===== config.mk =====
export PLATFORM = sky130hd
export DESIGN_NAME = if_prefetch
export DESIGN_NICKNAME = d
export VERILOG_FILES = /design/src/rtl/if_prefetch.sv
export SDC_FILE = /design/constraint.sdc
export NUM_CORES = 1
export LEC_CHECK = 0
export CAP_MARGIN = 10
export CORE_AREA = 4 4 186 188
export DETAILED_ROUTE_END_ITERATION = 12
export DIE_AREA = 0 0 190 192
export PLACE_DENSITY = 0.67
export SKIP_CTS_REPAIR_TIMING = 1
export SLEW_MARGIN = 20
export SYNTH_ARGS = -nofsm -noshare
export SYNTH_HDL_FRONTEND = slang
export SYNTH_SLANG_ARGS = --single-unit

===== constraint.sdc =====
create_clock -name clk -period 5.95 [get_ports clk]
set_input_delay 0.8925 -clock clk [delete_from_list [all_inputs] [get_ports clk]]
set_output_delay 0.8925 -clock clk [all_outputs]
set_load 0.1 [all_outputs]

===== src/rtl/if_prefetch.sv =====
// Instruction-fetch prefetcher: credit-limited in-order requests, FIFO of fetched
// instructions, and redirect flush with stale-response dropping. Option: IF_MISALIGN_CHECK_EN.
module if_prefetch #(
    parameter int              XLEN     = 32,
    parameter int              DEPTH    = 4,
    parameter logic [XLEN-1:0] RESET_PC = {XLEN{1'b0}}
) (
    input  logic            clk,
    input  logic            rst,
    output logic            imem_req_valid,
    input  logic            imem_req_ready,
    output logic [XLEN-1:0] imem_req_addr,
    input  logic            imem_rsp_valid,
    input  logic [XLEN-1:0] imem_rsp_data,
    input  logic            redirect_valid,
    input  logic [XLEN-1:0] redirect_pc,
    output logic            if_valid,
    input  logic            if_ready,
    output logic [XLEN-1:0] if_instr,
    output logic [XLEN-1:0] if_pc,
    output logic            fetch_err
);
    localparam int AW = $clog2(DEPTH);
    localparam int CW = AW + 1;
    localparam logic [AW-1:0]   PTR_ONE  = AW'(1'b1);
    localparam logic [CW-1:0]   CNT_ONE  = CW'(1'b1);
    localparam logic [CW-1:0]   CNT_ZERO = {CW{1'b0}};
    localparam logic [CW:0]     DEPTH_L  = (CW+1)'(DEPTH);
    localparam logic [XLEN-1:0] PC_STEP  = XLEN'(3'd4);

    logic [XLEN-1:0] instr_q [DEPTH];
    logic [XLEN-1:0] pc_q    [DEPTH];
    logic [AW-1:0]   wr_ptr_q, wr_ptr_d, rd_ptr_q, rd_ptr_d;
    logic [CW-1:0]   count_q, count_d, outst_q, outst_d, drop_q, drop_d;
    logic [XLEN-1:0] fetch_pc_q, fetch_pc_d, rsp_pc_q, rsp_pc_d;
    logic            halted_q, halted_d, fetch_err_q, fetch_err_d;

    logic            credit_s, req_valid_s, req_fire_s, rsp_keep_s, pop_s;
    logic [CW-1:0]   rsp_in_s;
    logic [XLEN-1:0] redir_tgt_s;

    // Request credit covers both buffered and in-flight instructions, so the FIFO never overflows.
    assign credit_s    = ({1'b0, count_q} + {1'b0, outst_q}) < DEPTH_L;
    assign req_valid_s = rst & credit_s & ~halted_q & ~redirect_valid;
    assign req_fire_s  = req_valid_s & imem_req_ready;
    assign rsp_keep_s  = imem_rsp_valid & (drop_q == CNT_ZERO);
    assign rsp_in_s    = imem_rsp_valid ? CNT_ONE : CNT_ZERO;
    assign pop_s       = (count_q != CNT_ZERO) & if_ready;

    assign imem_req_valid = req_valid_s;
    assign imem_req_addr  = fetch_pc_q;
    assign if_valid       = (count_q != CNT_ZERO);
    assign if_instr       = instr_q[rd_ptr_q];
    assign if_pc          = pc_q[rd_ptr_q];
    assign fetch_err      = fetch_err_q;

    // Redirect target and misalignment handling
    always_comb begin
        redir_tgt_s = redirect_pc;
        halted_d    = halted_q;
        fetch_err_d = 1'b0;
`ifdef IF_MISALIGN_CHECK_EN
        if (redirect_valid) begin
            halted_d    = (redirect_pc[1:0] != 2'b00);
            fetch_err_d = (redirect_pc[1:0] != 2'b00);
        end else begin
            halted_d    = halted_q;
            fetch_err_d = 1'b0;
        end
`else
        redir_tgt_s = redirect_pc & ~XLEN'(2'b11);
        halted_d    = 1'b0;
        fetch_err_d = 1'b0;
`endif
    end

    // Next-state for pointers, counters and PCs
    always_comb begin
        count_d    = count_q;
        wr_ptr_d   = wr_ptr_q;
        rd_ptr_d   = rd_ptr_q;
        outst_d    = outst_q;
        drop_d     = drop_q;
        fetch_pc_d = fetch_pc_q;
        rsp_pc_d   = rsp_pc_q;
        if (redirect_valid) begin
            // Everything still in flight becomes stale; a response arriving now is already retired.
            count_d    = CNT_ZERO;
            wr_ptr_d   = {AW{1'b0}};
            rd_ptr_d   = {AW{1'b0}};
            fetch_pc_d = redir_tgt_s;
            rsp_pc_d   = redir_tgt_s;
            outst_d    = outst_q - rsp_in_s;
            drop_d     = outst_q - rsp_in_s;
        end else begin
            fetch_pc_d = req_fire_s ? fetch_pc_q + PC_STEP : fetch_pc_q;
            outst_d    = outst_q + (req_fire_s ? CNT_ONE : CNT_ZERO) - rsp_in_s;
            drop_d     = (imem_rsp_valid && (drop_q != CNT_ZERO)) ? drop_q - CNT_ONE : drop_q;
            wr_ptr_d   = rsp_keep_s ? wr_ptr_q + PTR_ONE : wr_ptr_q;
            rsp_pc_d   = rsp_keep_s ? rsp_pc_q + PC_STEP : rsp_pc_q;
            rd_ptr_d   = pop_s ? rd_ptr_q + PTR_ONE : rd_ptr_q;
            count_d    = count_q + (rsp_keep_s ? CNT_ONE : CNT_ZERO) - (pop_s ? CNT_ONE : CNT_ZERO);
        end
    end

    // Control state registers
    always_ff @(posedge clk or negedge rst) begin
        if (!rst) begin
            count_q     <= CNT_ZERO;
            wr_ptr_q    <= {AW{1'b0}};
            rd_ptr_q    <= {AW{1'b0}};
            outst_q     <= CNT_ZERO;
            drop_q      <= CNT_ZERO;
            fetch_pc_q  <= RESET_PC;
            rsp_pc_q    <= RESET_PC;
            halted_q    <= 1'b0;
            fetch_err_q <= 1'b0;
        end else begin
            count_q     <= count_d;
            wr_ptr_q    <= wr_ptr_d;
            rd_ptr_q    <= rd_ptr_d;
            outst_q     <= outst_d;
            drop_q      <= drop_d;
            fetch_pc_q  <= fetch_pc_d;
            rsp_pc_q    <= rsp_pc_d;
            halted_q    <= halted_d;
            fetch_err_q <= fetch_err_d;
        end
    end

    // FIFO storage, written at the tail for each kept response
    always_ff @(posedge clk or negedge rst) begin
        if (!rst) begin
            for (int i = 0; i < DEPTH; i++) begin
                instr_q[i] <= {XLEN{1'b0}};
                pc_q[i]    <= {XLEN{1'b0}};
            end
        end else if (rsp_keep_s && !redirect_valid) begin
            instr_q[wr_ptr_q] <= imem_rsp_data;
            pc_q[wr_ptr_q]    <= rsp_pc_q;
        end
    end
endmodule


==> results of run 1 <==
-- cell type report --
type                    instances  area, µm²  area share
clock inverters                12        100     0.00554
repair buffers                175       1730      0.0957
clock buffers                  50       1050      0.0584
flip-flops and latches        321       8040       0.445
well taps                     448        561      0.0310
multi-input cells             664       6490       0.360
inverters                      23       86.3     0.00478
-- critical path, stage by stage, from the launching register on --
cell,delay [ps]
dfrtp_2,880
buf_4,510
mux4_2,280
clkdlybuf4s50_1,1210
-- metrics by stage --
step / setup slack (ps) / instances / hold WS [ps] / cell area, µm²
after CTS: 1600 / 1693 / 341 / 18100
final: 1630 / 1693 / 343 / 18100
after detailed placement: 1810 / 1631 / 487 / 16900
after floorplan: 2660 / 1081 / 474 / 15000
after global placement: 1840 / 1631 / 482 / 16900
after global routing: 1550 / 1693 / 366 / 18100
-- layer usage --
layer  up-vias  global-route usage  share of wire
li1       4203                   -              -
met1      4824               0.268           0.47
met2       231               0.297           0.46
met3        49              0.0342          0.048
met4         0              0.0467          0.019
met5         -                   0              0
-- cells in the mapped netlist, types with 22 or more instances --
cell type and instances:
buf_2 40, nand2_1 53, dfrtp_1 321, xnor2_1 24, clkbuf_1 22, mux2_2 255, inv_1 22, nor2_1 27
o21ai_0 34, nand3_1 28, xor2_1 23, mux4_2 62
-- worst max path at each step --
stage	startpoint	to
floorplan	redirect_valid	outst_q[2]$_DFF_PN0_
global placement	imem_rsp_valid	instr_q[8]$_DFFE_PN0P_
detailed placement	imem_rsp_valid	pc_q[10]$_DFFE_PN0P_
CTS	rd_ptr_q[1]$_DFFE_PN0P_	if_pc[20]
global route	rd_ptr_q[1]$_DFFE_PN0P_	if_pc[22]
finish	rd_ptr_q[1]$_DFFE_PN0P_	if_pc[22]
-- kinds of logic (layout without fill, tap and decap cells) --
family          count (synthesis)  count (layout)  share of synthesized area
flops                         321             321                      0.537
mux                           319             319                      0.287
simple gates                  193             193                     0.0690
buf+inv                        96             260                     0.0303
compound gates                 82              82                     0.0336
xor+xnor                       47              47                     0.0275
fa+ha+maj                      18              18                     0.0161
other cells                     1               5                   0.000251
-- power by group --
part	internal (µW)	switching (µW)	leakage [µW]
Sequential	2600	319	0.00423
Combinational	1320	2970	0.00331
Clock	1280	863	0.000566
-- cell usage in the layout, fill, tap and decap left out, types with 21 or more instances in the layout --
master,n
clkbuf_16,37
clkdlybuf4s50_1,159
dfrtp_1,319
inv_1,22
mux2_2,255
mux4_2,62
nand2_1,53
nand3_1,28
nand4_1,21
nor2_1,27
o21ai_0,34
xnor2_1,24
xor2_1,23
-- state kept, by name, summed over array words and instances (netlist names) --
register / cells
count_q: 3
drop_q: 3
imem_req_addr: 30
instr_q: 128
outst_q: 3
pc_q: 120
rd_ptr_q: 2
rsp_pc_q: 30
wr_ptr_q: 2
==> qor.yml, run 1 <==
place:
  post-dp-hpwl_mm: 22.0
  io_buffers: 161
  globalplace.congestion: 0.817
yosys:
  synth_cell_types: 56
  netlist_top_cells_area: "dfrtp_1 (54%), mux2_2 (19%), mux4_2 (9.3%)"
  ys_async_sr_fraction: 1.00
  synth_top_area_cell: "dfrtp_1"
  yosysWarnings: 0
  synthCells: 1077
  ys.flop_type: "dfrtp_1"
  synth.avg_cell_area_um2: 13.9
  syn_area_um2: 15000
  synth-seq-cells: 321
  synth_edf_count: 0
  synth_top_area_frac: 0.537
  yosysSeqAreaShare: 0.537
setup_path:
  r2r_cells: 12
  cp-start-kind: "register"
  r2r-start: "outst_q[2]$_DFF_PN0_"
  cp_data_arrival_time_ps: 3430
  endpoint_kind: "output port"
  worstPathMaxFanout: 28
  cp.required_ps: 5060
  r2r-end: "outst_q[2]$_DFF_PN0_"
  r2r_setup_slack_ps: 2600
  path_class: "reg2out"
final_layout:
  diodes: 0
  area_delta_synth_final_pct: 20.7
  fillers: 2745
  drive_above_1_share: 0.326
  utilization: 0.545
  layout.nets: 1310
floorplanning:
  io_pins: 169
  fp.dieArea_um2: 36500
  floorplan.initialDensity: 0.452
  die_h_um: 192
  core_um2: 33100
  rows: 67
  dieWidth_um: 190
sta:
  worstMarginPinSlew_ps: 1140
  drv_slew: 0
  fin_setup_tns_ps: 0
  fin_crit_ps: 4320
  fin_crit_sh: 0.727
  slew_headroom: 0.241
  rsz0062_at_grt: "false"
  setup_viol: 0
  clock.fmax_ghz: 0.231
  hold_viol_final: 0
  skew_ps: 22.8
clock_tree:
  cts_buffer_depth: 3
  h-tree-depth: 2
  clkLatencyLatePin_ps: 510
  path_clk_slew_ps: 50
  root_buffer: "clkbuf_16"
  cts_inserted_buffers: 37
  clock_sinks: 321
  cts_tree: "yes"
routing:
  firstDrtPassIters: 5
  ant_nets: 0
  via_per_inst: 5.50
  drc: 0
  wl_per_cell_um: 19.9
  drt-initial-drc-count: 357
  wl_mm: 33.7
  vias: 9307
global_routing:
  grt_overflow: 0
  grt_pass1_vias: 9975
  grt_pass1_wl_mm: 54.6
  grt_start_max_net_pins: 76
  antenna_found_initial: 0
  grt_usage: 0.187
run:
  cap_violations: 0
power_and_ir_drop:
  vdd.ir_drop.worst_uv: 487
  p_leak_uw: 0.00811
  p_per_area_nw_per_um2: 518
  fin_total_pwr_uw: 9360
outcome:
  status: "complete, no violations"
hold_path:
  hp-class: "in2async"
Power figures use the tool's default switching activity.
==> inputs of run 2 (changes only) <==
clock period = 4 ns   (was 5.95 ns; I/O delays follow)
==> qor.yml, run 2 (same netlist as run 1, synthesis figures left out) <==
outcome:
  status: "complete, no violations"  # unchanged
sta:
  fin_crit_sh: 0.794
  rsz0062_at_grt: "false"  # unchanged
  setup_viol: 0  # unchanged
  fin_setup_tns_ps: 0  # unchanged
  hold_viol_final: 0  # unchanged
  skew_ps: 27.7  # was 22.8 ps
  worstMarginPinSlew_ps: 1010  # was 1140 ps
  fin_crit_ps: 3180
  clock.fmax_ghz: 0.315
  drv_slew: 0  # unchanged
  slew_headroom: 0.327  # was 0.241
routing:
  ant_nets: 0  # unchanged
  wl_mm: 33.5  # was 33.7 mm
  firstDrtPassIters: 4  # was 5
  wl_per_cell_um: 19.7  # was 19.9 µm
  drc: 0  # unchanged
  via_per_inst: 5.46  # was 5.50
  vias: 9290  # was 9307
  drt-initial-drc-count: 409  # was 357
clock_tree:
  cts_buffer_depth: 3  # unchanged
  cts_tree: "yes"  # unchanged
  root_buffer: "clkbuf_16"  # unchanged
  h-tree-depth: 2  # unchanged
  clock_sinks: 321  # unchanged
  cts_inserted_buffers: 37  # unchanged
  path_clk_slew_ps: 50  # about the same
  clkLatencyLatePin_ps: 520  # was 510 ps
final_layout:
  drive_above_1_share: 0.375  # was 0.326
  final_common_cell: "dfrtp_1"  # unchanged
  diodes: 0  # unchanged
  largest_reg_flops: 128  # unchanged
  area_delta_synth_final_pct: 20.6  # was 20.7%
  utilization: 0.545  # about the same
  biggestRegsByFlops: "instr_q (128), pc_q (120)"  # unchanged
  top_register: "instr_q"  # unchanged
  final_cell_mix: "dfrtp_1 (319), mux2_2 (255), clkdlybuf4s50_1 (96)"  # was dfrtp_1 (319), mux2_2 (255), clkdlybuf4s50_1 (159)
  layout.nets: 1315  # was 1310
setup_path:
  r2r_cells: 11  # was 12
  crit_top_cell: "buf_4"
  worstPathMaxFanout: 30  # was 28
  cp_data_arrival_time_ps: 2580  # was 3430 ps
  cp-start-kind: "register"  # unchanged
  path_cells: "buf_4 -> mux4_2 -> buf_4"  # was buf_4 -> mux4_2 -> clkdlybuf4s50_1
  r2r-start: "count_q[2]$_DFF_PN0_"  # was outst_q[2]$_DFF_PN0_
  r2r_setup_slack_ps: 1040  # was 2600 ps
  endpoint_kind: "output port"  # unchanged
  slowest_stage: "dfrtp_4"  # was clkdlybuf4s50_1
  r2r-end: "outst_q[2]$_DFF_PN0_"  # unchanged
  path_class: "reg2out"  # unchanged
  cp.required_ps: 3400  # was 5060 ps
  max_stage_delay_ps: 860  # was 1210 ps
global_routing:
  grt_pass1_vias: 9705  # was 9975
  grt_start_max_net_pins: 80  # was 76
  antenna_found_initial: 0  # unchanged
  grt_pass1_wl_mm: 53.8  # was 54.6 mm
  grt_usage: 0.185  # was 0.187
  grt_overflow: 0  # unchanged
power_and_ir_drop:
  netSwitchingFraction: 0.444  # about the same
  seq_power_share: 0.313  # was 0.312
  p_leak_uw: 0.00825  # was 0.00811 µW
  pwr-share-clk: 0.240  # was 0.229
  p_sw_uw: 6190  # was 4150 µW
  power.internal_uw: 7760  # was 5200 µW
  fin_total_pwr_uw: 13900  # was 9360 µW
  p_per_area_nw_per_um2: 773  # was 518 nW/µm²
  vdd.ir_drop.worst_uv: 624  # was 487 µV
  pwr-share-comb: 0.447  # was 0.459
floorplanning:
  floorplan.initialDensity: 0.452  # unchanged
  rows: 67  # unchanged
  dieWidth_um: 190  # unchanged
  core_um2: 33100  # unchanged
  die_h_um: 192  # unchanged
  io_pins: 169  # unchanged
  fp.dieArea_um2: 36500  # unchanged
place:
  globalplace.congestion: 0.798  # was 0.817
  post-dp-hpwl_mm: 21.7  # was 22.0 mm
  io_buffers: 161  # unchanged
hold_path:
  hold_end: "instr_q[17]$_DFFE_PN0P_"
  holdPathStages: 1
  hp-class: "reg2reg"  # was in2async
  hold_start: "instr_q[17]$_DFFE_PN0P_"
run:
  cap_violations: 0  # unchanged
==> run 2: cell count changes in the layout (fill, tap and decap cells not counted), sizes merged <==
cell,before,now
dlygate4sd3,0,1
clkinvlp,3,1
clkbuf,50,59
bufinv,1,2
clkdlybuf4s50,159,96
buf,16,83
clkinv,6,3
==> run 2: critical path: cells and delay by family, from the launching register on <==
family | cells | cell delay (ps)
buf+inv | 2 | 640
flops | 1 | 860
mux | 1 | 560
==> run 2: worst max-delay path by stage <==
stage	cells after the start	to	slack (ps)	start
after floorplan	13	outst_q[2]$_DFF_PN0_	1000	redirect_valid
after global placement	7	pc_q[48]$_DFFE_PN0P_	780	imem_rsp_valid
after detailed placement	7	pc_q[13]$_DFFE_PN0P_	750	imem_rsp_valid
after CTS	3	if_pc[19]	710	rd_ptr_q[0]$_DFFE_PN0P_
after global routing	3	if_pc[19]	630	rd_ptr_q[0]$_DFFE_PN0P_
final	3	if_pc[19]	820	rd_ptr_q[0]$_DFFE_PN0P_
==> run 2: stage by stage <==
| stage | hold WS, ps | setup slack, ps | cells | area, µm² |
|---|---|---|---|---|
| after global placement | 480 | 781 | 1634 | 16800 |
| final | 496 | 823 | 1703 | 18100 |
| after global routing | 505 | 630 | 1703 | 18100 |
| after CTS | -60.3 | 714 | 1701 | 18000 |
| after floorplan | 304 | 1000 | 1081 | 15000 |
| after detailed placement | 483 | 749 | 1634 | 16800 |
==> run 2: per-layer routing <==
metal | global-route usage | wire length (µm)
met1 | 0.265 | 15800
met2 | 0.298 | 15500
met3 | 0.0360 | 1730
met4 | 0.0376 | 456
met5 | 0 | 0
==> run 2: final cells by class <==
cell class	count	area, µm²
clock buffer	59	1120
clock inverter	8	100
fill	2732	15100
inverter	23	86.3
multi-input combinational	664	6500
sequential	321	8040
tap	448	561
timing repair buffer	180	1650
==> run 2: power by group through the flow <==
stage / combinational, µW / clock (µW) / sequential (µW)
2_1_floorplan: 4860 / 0 / 4470
3_3_place_gp: 6240 / 0 / 4390
3_5_place_dp: 6280 / 0 / 4420
4_1_cts: 6300 / 3430 / 4370
5_1_grt: 6510 / 3570 / 4460
6_report: 6240 / 3340 / 4370
==> inputs of run 3 (changes only) <==
clock period = 3.1 ns   (was 4 ns; I/O delays follow)
==> qor.yml, run 3 (same netlist as run 1, synthesis figures left out) <==
outcome:
  status: "complete, no violations"  # unchanged
power_and_ir_drop:
  power.internal_uw: 9960  # was 7760 µW
  vdd.ir_drop.worst_uv: 792  # was 624 µV
  p_sw_uw: 8000  # was 6190 µW
  fin_total_pwr_uw: 18000  # was 13900 µW
  p_leak_uw: 0.00837  # was 0.00825 µW
  pwr-share-comb: 0.455  # was 0.447
  p_per_area_nw_per_um2: 991  # was 773 nW/µm²
  pwr-share-clk: 0.236  # was 0.240
  netSwitchingFraction: 0.446  # was 0.444
  seq_power_share: 0.309  # was 0.313
setup_path:
  path_buf_inv: 2  # unchanged
  cp_top_family: "adder cells"  # was flip-flops
  endpoint_kind: "register"  # was output port
  path_cells: "ha_1 -> nor4_1 -> and4_1 -> inv_2 -> ha_1 -> inv_1 -> ha_1 -> fa_1 -> xor2_1 -> o21ai_0 -> xor2_1"  # was buf_4 -> mux4_2 -> buf_4
  cp-start-kind: "register"  # unchanged
  max_stage_delay_ps: 420  # was 860 ps
  slowest_stage: "dfrtp_1"  # was dfrtp_4
  cp_data_arrival_time_ps: 3230  # was 2580 ps
  cp.required_ps: 3530  # was 3400 ps
  crit_top_cell: "ha_1"  # was buf_4
  worstPathMaxFanout: 3  # was 30
  path_class: "reg2reg"  # was reg2out
clock_tree:
  cts_tree: "yes"  # unchanged
  root_buffer: "clkbuf_16"  # unchanged
  clkLatencyLatePin_ps: 520  # about the same
  clock_sinks: 321  # unchanged
  h-tree-depth: 2  # unchanged
  cts_buffer_depth: 3  # unchanged
  cts_inserted_buffers: 36  # was 37
  path_clk_slew_ps: 60  # was 50 ps
routing:
  drc: 0  # unchanged
  wl_mm: 33.6  # was 33.5 mm
  ant_nets: 0  # unchanged
  drt-initial-drc-count: 477  # was 409
  via_per_inst: 5.48  # was 5.46
  firstDrtPassIters: 5  # was 4
  vias: 9362  # was 9290
  wl_per_cell_um: 19.7  # about the same
sta:
  drv_slew: 0  # unchanged
  timing.final.ws_setup_ps: 304  # was 823 ps
  clock.fmax_ghz: 0.358
  slew_headroom: 0.396  # was 0.327
  fin_setup_tns_ps: 0  # unchanged
  rsz0062_at_grt: "false"  # unchanged
  whs_ps: 359  # was 496 ps
  skew_ps: 15.9  # was 27.7 ps
  fin_crit_ps: 2800
  setup_viol: 0  # unchanged
  worstMarginPinSlew_ps: 906  # was 1010 ps
  hold_viol_final: 0  # unchanged
  fin_crit_sh: 0.902
global_routing:
  grt_overflow: 0  # unchanged
  grt_pass1_wl_mm: 54.7  # was 53.8 mm
  grt_start_max_net_pins: 168  # was 80
  grt_pass1_vias: 9886  # was 9705
  antenna_found_initial: 0  # unchanged
  grt_usage: 0.188  # was 0.185
place:
  placedInstanceArea_um2: 16900  # was 16800 µm²
  globalplace.congestion: 0.802  # was 0.798
  post-dp-hpwl_mm: 22.3  # was 21.7 mm
  io_buffers: 161  # unchanged
  place_worst_setup_slack_ps: 305  # was 749 ps
final_layout:
  diodes: 0  # unchanged
  fillers: 2793  # was 2732
  final_common_cell: "dfrtp_1"  # unchanged
  drive_above_1_share: 0.406  # was 0.375
  layout.nets: 1322  # was 1315
  area_delta_synth_final_pct: 21.1  # was 20.6%
  final_cell_mix: "dfrtp_1 (319), mux2_2 (255), buf_4 (107)"  # was dfrtp_1 (319), mux2_2 (255), clkdlybuf4s50_1 (96)
  multi_input_area_um2: 6490  # was 6500 µm²
  final_area_um2: 18100  # about the same
  largest_reg_flops: 128  # unchanged
  top_register: "instr_q"  # unchanged
  biggestRegsByFlops: "instr_q (128), pc_q (120)"  # unchanged
  seq_area_um2: 8040  # unchanged
run:
  cap_violations: 0  # unchanged
floorplanning:
  die_h_um: 192  # unchanged
  core_um2: 33100  # unchanged
  io_pins: 169  # unchanged
  rows: 67  # unchanged
  fp.dieArea_um2: 36500  # unchanged
  dieWidth_um: 190  # unchanged
  floorplan.initialDensity: 0.452  # unchanged
hold_path:
  hp-class: "in2async"  # was reg2reg
run 3: cell count changes in the layout (fill, tap and decap cells not counted), sizes merged:
cell           previous run  this run
inv                      25        24
clkdlybuf4s50            96        65
buf                      83       122
clkinv                    3         5
clkbuf                   59        54
run 3: final timing paths:
check | startpoint | end | slack, ps | cells after the start
setup / recovery | outst_q[2]$_DFF_PN0_ | outst_q[2]$_DFF_PN0_ | 300 | 11
hold / removal | rst | imem_req_addr[29]$_DFFE_PN0N_ | 360 | 2
setup reg to reg | outst_q[2]$_DFF_PN0_ | outst_q[2]$_DFF_PN0_ | 300 | 11
hold reg to reg | pc_q[57]$_DFFE_PN0P_ | pc_q[57]$_DFFE_PN0P_ | 500 | 1
max in group asynchronous | rst | pc_q[34]$_DFFE_PN0P_ | 1100 | 4
min in group clk | pc_q[57]$_DFFE_PN0P_ | pc_q[57]$_DFFE_PN0P_ | 500 | 1
run 3: layout make-up:
cell class	count	area share
Multi-Input combinational cell	664	0.358
Inverter	23	0.00477
Timing Repair Buffer	188	0.0963
Clock inverter	9	0.00642
Clock buffer	54	0.0595
Sequential cell	321	0.444
Tap cell	448	0.0309
run 3: power groups by stage:
stage	Sequential [µW]	Combinational, µW	Clock (µW)
CTS	5560	8250	4360
global route	5680	8530	4550
global placement	5600	8170	0
floorplan	5770	6280	0
finish	5560	8160	4240
detailed placement	5630	8240	0
run 3: layer usage:
| layer | vias to the layer above | GRT usage | share of wire |
|---|---|---|---|
| li1 | 4260 | - | - |
| met1 | 4840 | 0.269 | 0.48 |
| met2 | 228 | 0.301 | 0.46 |
| met3 | 34 | 0.0342 | 0.048 |
| met4 | 0 | 0.0428 | 0.015 |
| met5 | - | 0 | 0 |
run 3: stage by stage:
| stage | std cells | util |
|---|---|---|
| finish | 1707 | 0.547 |
| global route | 1707 | 0.547 |
| CTS | 1706 | 0.547 |
| detailed placement | 1643 | 0.511 |
| global placement | 1643 | 0.511 |
| floorplan | 1081 | - |
